$ cat src/rtl/uart_rx_fifo.sv
// uart_rx_fifo: receive FIFO between the UART receiver and the register file.
// Holds {data[7:0], break, parity_err, framing_err} records. The head record is
// shown ahead on data_out, and an RBR read pops it. Fill count, sticky overrun
// and an "error anywhere in FIFO" flag are provided for LSR bits 1 and 7.
// Optional feature: define UART_RX_FIFO_TRIG_EN to add trig_sel/trig_hit.
// Ports:
//   clk, wb_rst_i (async, active-high)
//   data_in, push, pop          record input, push strobe, pop strobe (RBR read)
//   fifo_reset, reset_status    synchronous flush, synchronous overrun clear
//   data_out, count, full, empty, overrun, error_bit
//   trig_sel, trig_hit          (UART_RX_FIFO_TRIG_EN only) fill-level trigger
module uart_rx_fifo #(
  parameter int unsigned WIDTH = 11,
  parameter int unsigned DEPTH = 16,
  localparam int unsigned PTR_W = $clog2(DEPTH),
  localparam int unsigned CNT_W = PTR_W + 1
) (
  input  logic             clk,
  input  logic             wb_rst_i,
  input  logic [WIDTH-1:0] data_in,
  input  logic             push,
  input  logic             pop,
  input  logic             fifo_reset,
  input  logic             reset_status,
`ifdef UART_RX_FIFO_TRIG_EN
  input  logic [1:0]       trig_sel,
  output logic             trig_hit,
`endif
  output logic [WIDTH-1:0] data_out,
  output logic [CNT_W-1:0] count,
  output logic             full,
  output logic             empty,
  output logic             overrun,
  output logic             error_bit
);

  localparam logic [CNT_W-1:0] FULL_CNT = CNT_W'(DEPTH);

  logic [WIDTH-1:0] mem [DEPTH];
  logic [PTR_W-1:0] wp, rp;
  logic [CNT_W-1:0] err_cnt, cnt_nxt, err_nxt;
  logic [WIDTH-1:0] head;
  logic             do_push, do_pop, ovr_set, push_err, pop_err;

  assign head     = mem[rp];
  assign data_out = (count != '0) ? head : '0;

  // Accept/reject decisions; a flush overrides everything else this cycle.
  always_comb begin
    do_pop   = 1'b0;
    do_push  = 1'b0;
    ovr_set  = 1'b0;
    push_err = 1'b0;
    pop_err  = 1'b0;
    cnt_nxt  = count;
    err_nxt  = err_cnt;
    if (fifo_reset) begin
      cnt_nxt = '0;
      err_nxt = '0;
    end else begin
      do_pop   = pop && (count != '0);
      // A pop frees the slot, so push+pop on a full FIFO is accepted.
      do_push  = push && ((count != FULL_CNT) || do_pop);
      ovr_set  = push && (count == FULL_CNT) && !pop;
      push_err = do_push && (|data_in[2:0]);
      pop_err  = do_pop && (|head[2:0]);
      if (do_push && !do_pop)      cnt_nxt = count + CNT_W'(1);
      else if (do_pop && !do_push) cnt_nxt = count - CNT_W'(1);
      if (push_err && !pop_err)      err_nxt = err_cnt + CNT_W'(1);
      else if (pop_err && !push_err) err_nxt = err_cnt - CNT_W'(1);
    end
  end

  // Storage array, not reset.
  always_ff @(posedge clk) begin
    if (do_push) mem[wp] <= data_in;
  end

  // Pointers, counters and registered flags.
  always_ff @(posedge clk or posedge wb_rst_i) begin
    if (wb_rst_i) begin
      wp        <= '0;
      rp        <= '0;
      count     <= '0;
      err_cnt   <= '0;
      full      <= 1'b0;
      empty     <= 1'b1;
      overrun   <= 1'b0;
      error_bit <= 1'b0;
    end else begin
      if (fifo_reset) begin
        wp <= '0;
        rp <= '0;
      end else begin
        if (do_push) wp <= wp + PTR_W'(1);
        if (do_pop)  rp <= rp + PTR_W'(1);
      end
      count     <= cnt_nxt;
      err_cnt   <= err_nxt;
      full      <= (cnt_nxt == FULL_CNT);
      empty     <= (cnt_nxt == '0);
      error_bit <= (err_nxt != '0);
      // Set beats clear; flush beats both.
      if (fifo_reset)        overrun <= 1'b0;
      else if (ovr_set)      overrun <= 1'b1;
      else if (reset_status) overrun <= 1'b0;
    end
  end

`ifdef UART_RX_FIFO_TRIG_EN
  logic [CNT_W-1:0] level;

  // Trigger thresholds 1/4/8/14.
  always_comb begin
    level = CNT_W'(1);
    case (trig_sel)
      2'b00: level = CNT_W'(1);
      2'b01: level = CNT_W'(4);
      2'b10: level = CNT_W'(8);
      2'b11: level = CNT_W'(14);
      default: level = CNT_W'(1);
    endcase
  end

  // Evaluated on the next count so it tracks count cycle for cycle.
  always_ff @(posedge clk or posedge wb_rst_i) begin
    if (wb_rst_i)        trig_hit <= 1'b0;
    else if (fifo_reset) trig_hit <= 1'b0;
    else                 trig_hit <= (cnt_nxt >= level);
  end
`endif

endmodule

$ cat config.mk
export PLATFORM = sky130hd
export DESIGN_NAME = uart_rx_fifo
export DESIGN_NICKNAME = d
export VERILOG_FILES = /design/src/rtl/uart_rx_fifo.sv
export SDC_FILE = /design/constraint.sdc
export NUM_CORES = 1
export LEC_CHECK = 0
export ABC_AREA = 1
export BUFFER_PORTS_ARGS = -buffer_cell sky130_fd_sc_hd__buf_4
export CORE_MARGIN = 2
export CORE_UTILIZATION = 30
export DETAILED_ROUTE_END_ITERATION = 10
export RECOVER_POWER = 25
export SLEW_MARGIN = 10
export SYNTH_ARGS = -nofsm -noshare
export SYNTH_HDL_FRONTEND = slang
export SYNTH_SLANG_ARGS = --single-unit
$ cat constraint.sdc
create_clock -name clk -period 2.6 [get_ports clk]
set_input_delay 0.26 -clock clk [delete_from_list [all_inputs] [get_ports clk]]
set_output_delay 0.26 -clock clk [all_outputs]
set_load 0.05 [all_outputs]
==> impl_metrics.ini <==
[detailed_routing]
initialDrtViolationCount = 499
vias_per_cell = 4.85
drc = 0
vias = 5709
wl_per_cell_um = 18.3
drt-total-wl_mm = 21.6
dr.pass1.iters = 5
antenna_left = 0

[sta]
setup_tns_ns = 0
setup_viol = 0
tightest_slew_ns = 1.03
whs_ns = 0.0110
fmax_mhz = 402
rsz0062_at_grt = false
fin_skew_ns = 0.00973
slew_headroom_pct = 31.2
setup_ws_ns = 0.113
drv_slew = 0
min_period_over_period_pct = 95.7
finalCriticalPeriod_ns = 2.49
hold_viol = 0

[critical_path]
cp-startpoint = rp[1]$_DFFE_PP0P_
cp.arrival_ns = 2.23
worstSetupPathType = flip-flop to output port
startpoint_type = flip-flop
reg2reg_from = count[0]$_DFF_PP0_
end_kind = output port
crit_required_ns = 2.34
r2r_cells = 10
reg2reg_to = mem[9][9]$_DFFE_PP_
r2r_slack_ns = 0.23
worst-path-max-fanout = 44

[floorplan]
start_util_pct = 30.4
core_area_um2 = 27800
dieArea_um2 = 29600
die_w_um = 172
rows = 61
io_pins = 37
die_h_um = 172

[global_route]
grt_use_total_pct = 14.5
met1_usage_pct = 18.6
grt_pass1_vias = 5579
top_usage_layer = met2
met3_usage_pct = 2.86
grt_pass1_wl_mm = 31.7
grt_max_degree = 74
use_met2_pct = 24.8
grt_overflow = 0
antenna_found_initial = 0

[cts]
cts-htree-levels = 4
cts_sinks = 198
cts_max_path_buffers = 2
cts.clk_slew.worst_paths_ns = 0.07
cts_tree = yes
postCtsHoldBufs = 0
clk_latency_ns = 0.44
root_buffer = clkbuf_16
numCtsBuffers = 17

[power]
vdd_ir_drop_max_mv = 0.465
power_density_nw_per_um2 = 819
p_leak_nw = 3.68
power_mw = 8.19

[yosys]
synth_edf_count = 176
ys_async_sr_fraction_pct = 11.1
ys_types = 37
ys_warn_count = 0
synthFlopType = edfxtp_1
ys_seq_area_share_pct = 69.0
synth.ff_latch_count = 198
synthCells = 735
synth_fp_nets = 762
avgSynthCellArea_um2 = 11.5
synth_area_um2 = 8460

[finish]
final_common_cell = edfxtp_1
fin_area_um2 = 10000
fill_cells = 2775
fin_nets = 813
n_antenna_cell = 0
area_growth_pct = 18.2
drive_above_1_share_pct = 16.0
layout_common_cells = edfxtp_1 (176), nor2_1 (106), nand2_1 (92)

[placement]
placed_cell_area_um2 = 9340
place_hpwl_mm = 13.4
portBuffers = 36
gpl.final_weighted_congestion = 0.829
pre_cts_slack_ns = 0.261

[status]
outcome = complete, no violations

[job]
cap_violations = 0

[min_path]
hold_class = input pin to async pin
metal layers:
metal  up-vias  share of wire (%)
li1       2703                  -
met1      2809                 43
met2       167                 51
met3        30                4.7
met4         0                2.1
met5         -                  0
where the power goes:
part	switching, mW	total [mW]	internal (mW)
Combinational	1.38	2.01	0.627
Sequential	0.0720	3.62	3.54
Clock	1.22	2.57	1.35
Total	2.67	8.19	5.52
through the flow:
stage | std cells | util, %
after global placement | 1140 | 33.6
after detailed placement | 1140 | 33.6
after CTS | 1172 | 35.7
after global routing | 1177 | 36.0
after floorplan | 735 | -
final | 1177 | 36.0
timing repair:
item | in CTS | in global routing
setup endpoints to repair | 8 | 8
cloned | 0 | 4
setup buffers | 0 | 1
hold endpoints to repair | 0 | 0
resized for setup | 3 | 11
state kept, by name (all words and copies together), names as in the netlist:
| register | cells |
|---|---|
| count | 5 |
| overrun | 1 |
| rp | 4 |
| full | 1 |
| wp | 4 |
| err_cnt | 5 |
| empty | 1 |
| mem | 176 |
| error_bit | 1 |
worst max-delay path by stage:
stage                                      end  slack (ns)
after floorplan           mem[11][0]$_DFFE_PP_       -0.11
after global placement    mem[13][7]$_DFFE_PP_        0.31
after detailed placement   mem[9][8]$_DFFE_PP_        0.26
after CTS                          data_out[4]      -0.009
after global routing               data_out[9]       0.008
final                              data_out[7]        0.11
worst max-delay path, stage by stage, from the launching register on:
cell and delay, ns:
dfrtp_2 0.46, buf_12 0.24, o21ai_0 0.14, o221ai_1 0.29
nand3_1 0.17, a21oi_1 0.24, buf_4 0.23
synthesized netlist by cell type (2+ instances only):
cell type,n,area [µm²]
edfxtp_1,176,5290
nor2_1,107,402
nand2_1,92,345
o21ai_0,77,385
nand3_1,59,295
inv_1,52,195
o221ai_1,24,210
clkbuf_1,22,82.6
dfrtp_1,21,526
a21oi_1,15,75.1
nor3_1,12,60.1
ha_1,10,125
inv_2,9,33.8
o22ai_1,9,56.3
buf_2,7,35.0
o21ai_1,6,30.0
buf_4,5,37.5
o211ai_1,4,30.0
nand2_4,3,33.8
xor2_1,3,26.3
buf_1,2,7.51
buf_6,2,22.5
clkinv_1,2,7.51
nor2_4,2,22.5
nor3_2,2,20.0
cell families after synthesis:
family	synth area share (%)
AO/OA/AOI/OAI	9.81
XOR/XNOR	0.311
adder cells (fa/ha/maj)	1.48
buffers and inverters	5.06
flip-flops	69.0
AND/OR/NAND/NOR	14.3
cell type report:
cell class	instances	area, µm²	area share [%]
clock inverter	14	141	1.41
timing repair buffer	69	603	6.03
timing repair inverter	1	5.00	0.0500
clock buffer	18	429	4.29
tap	378	473	4.73
inverter	64	253	2.53
sequential	198	5840	58.4
multi-input combinational	435	2260	22.6
Note: power is estimated with default switching activity, not from simulation.
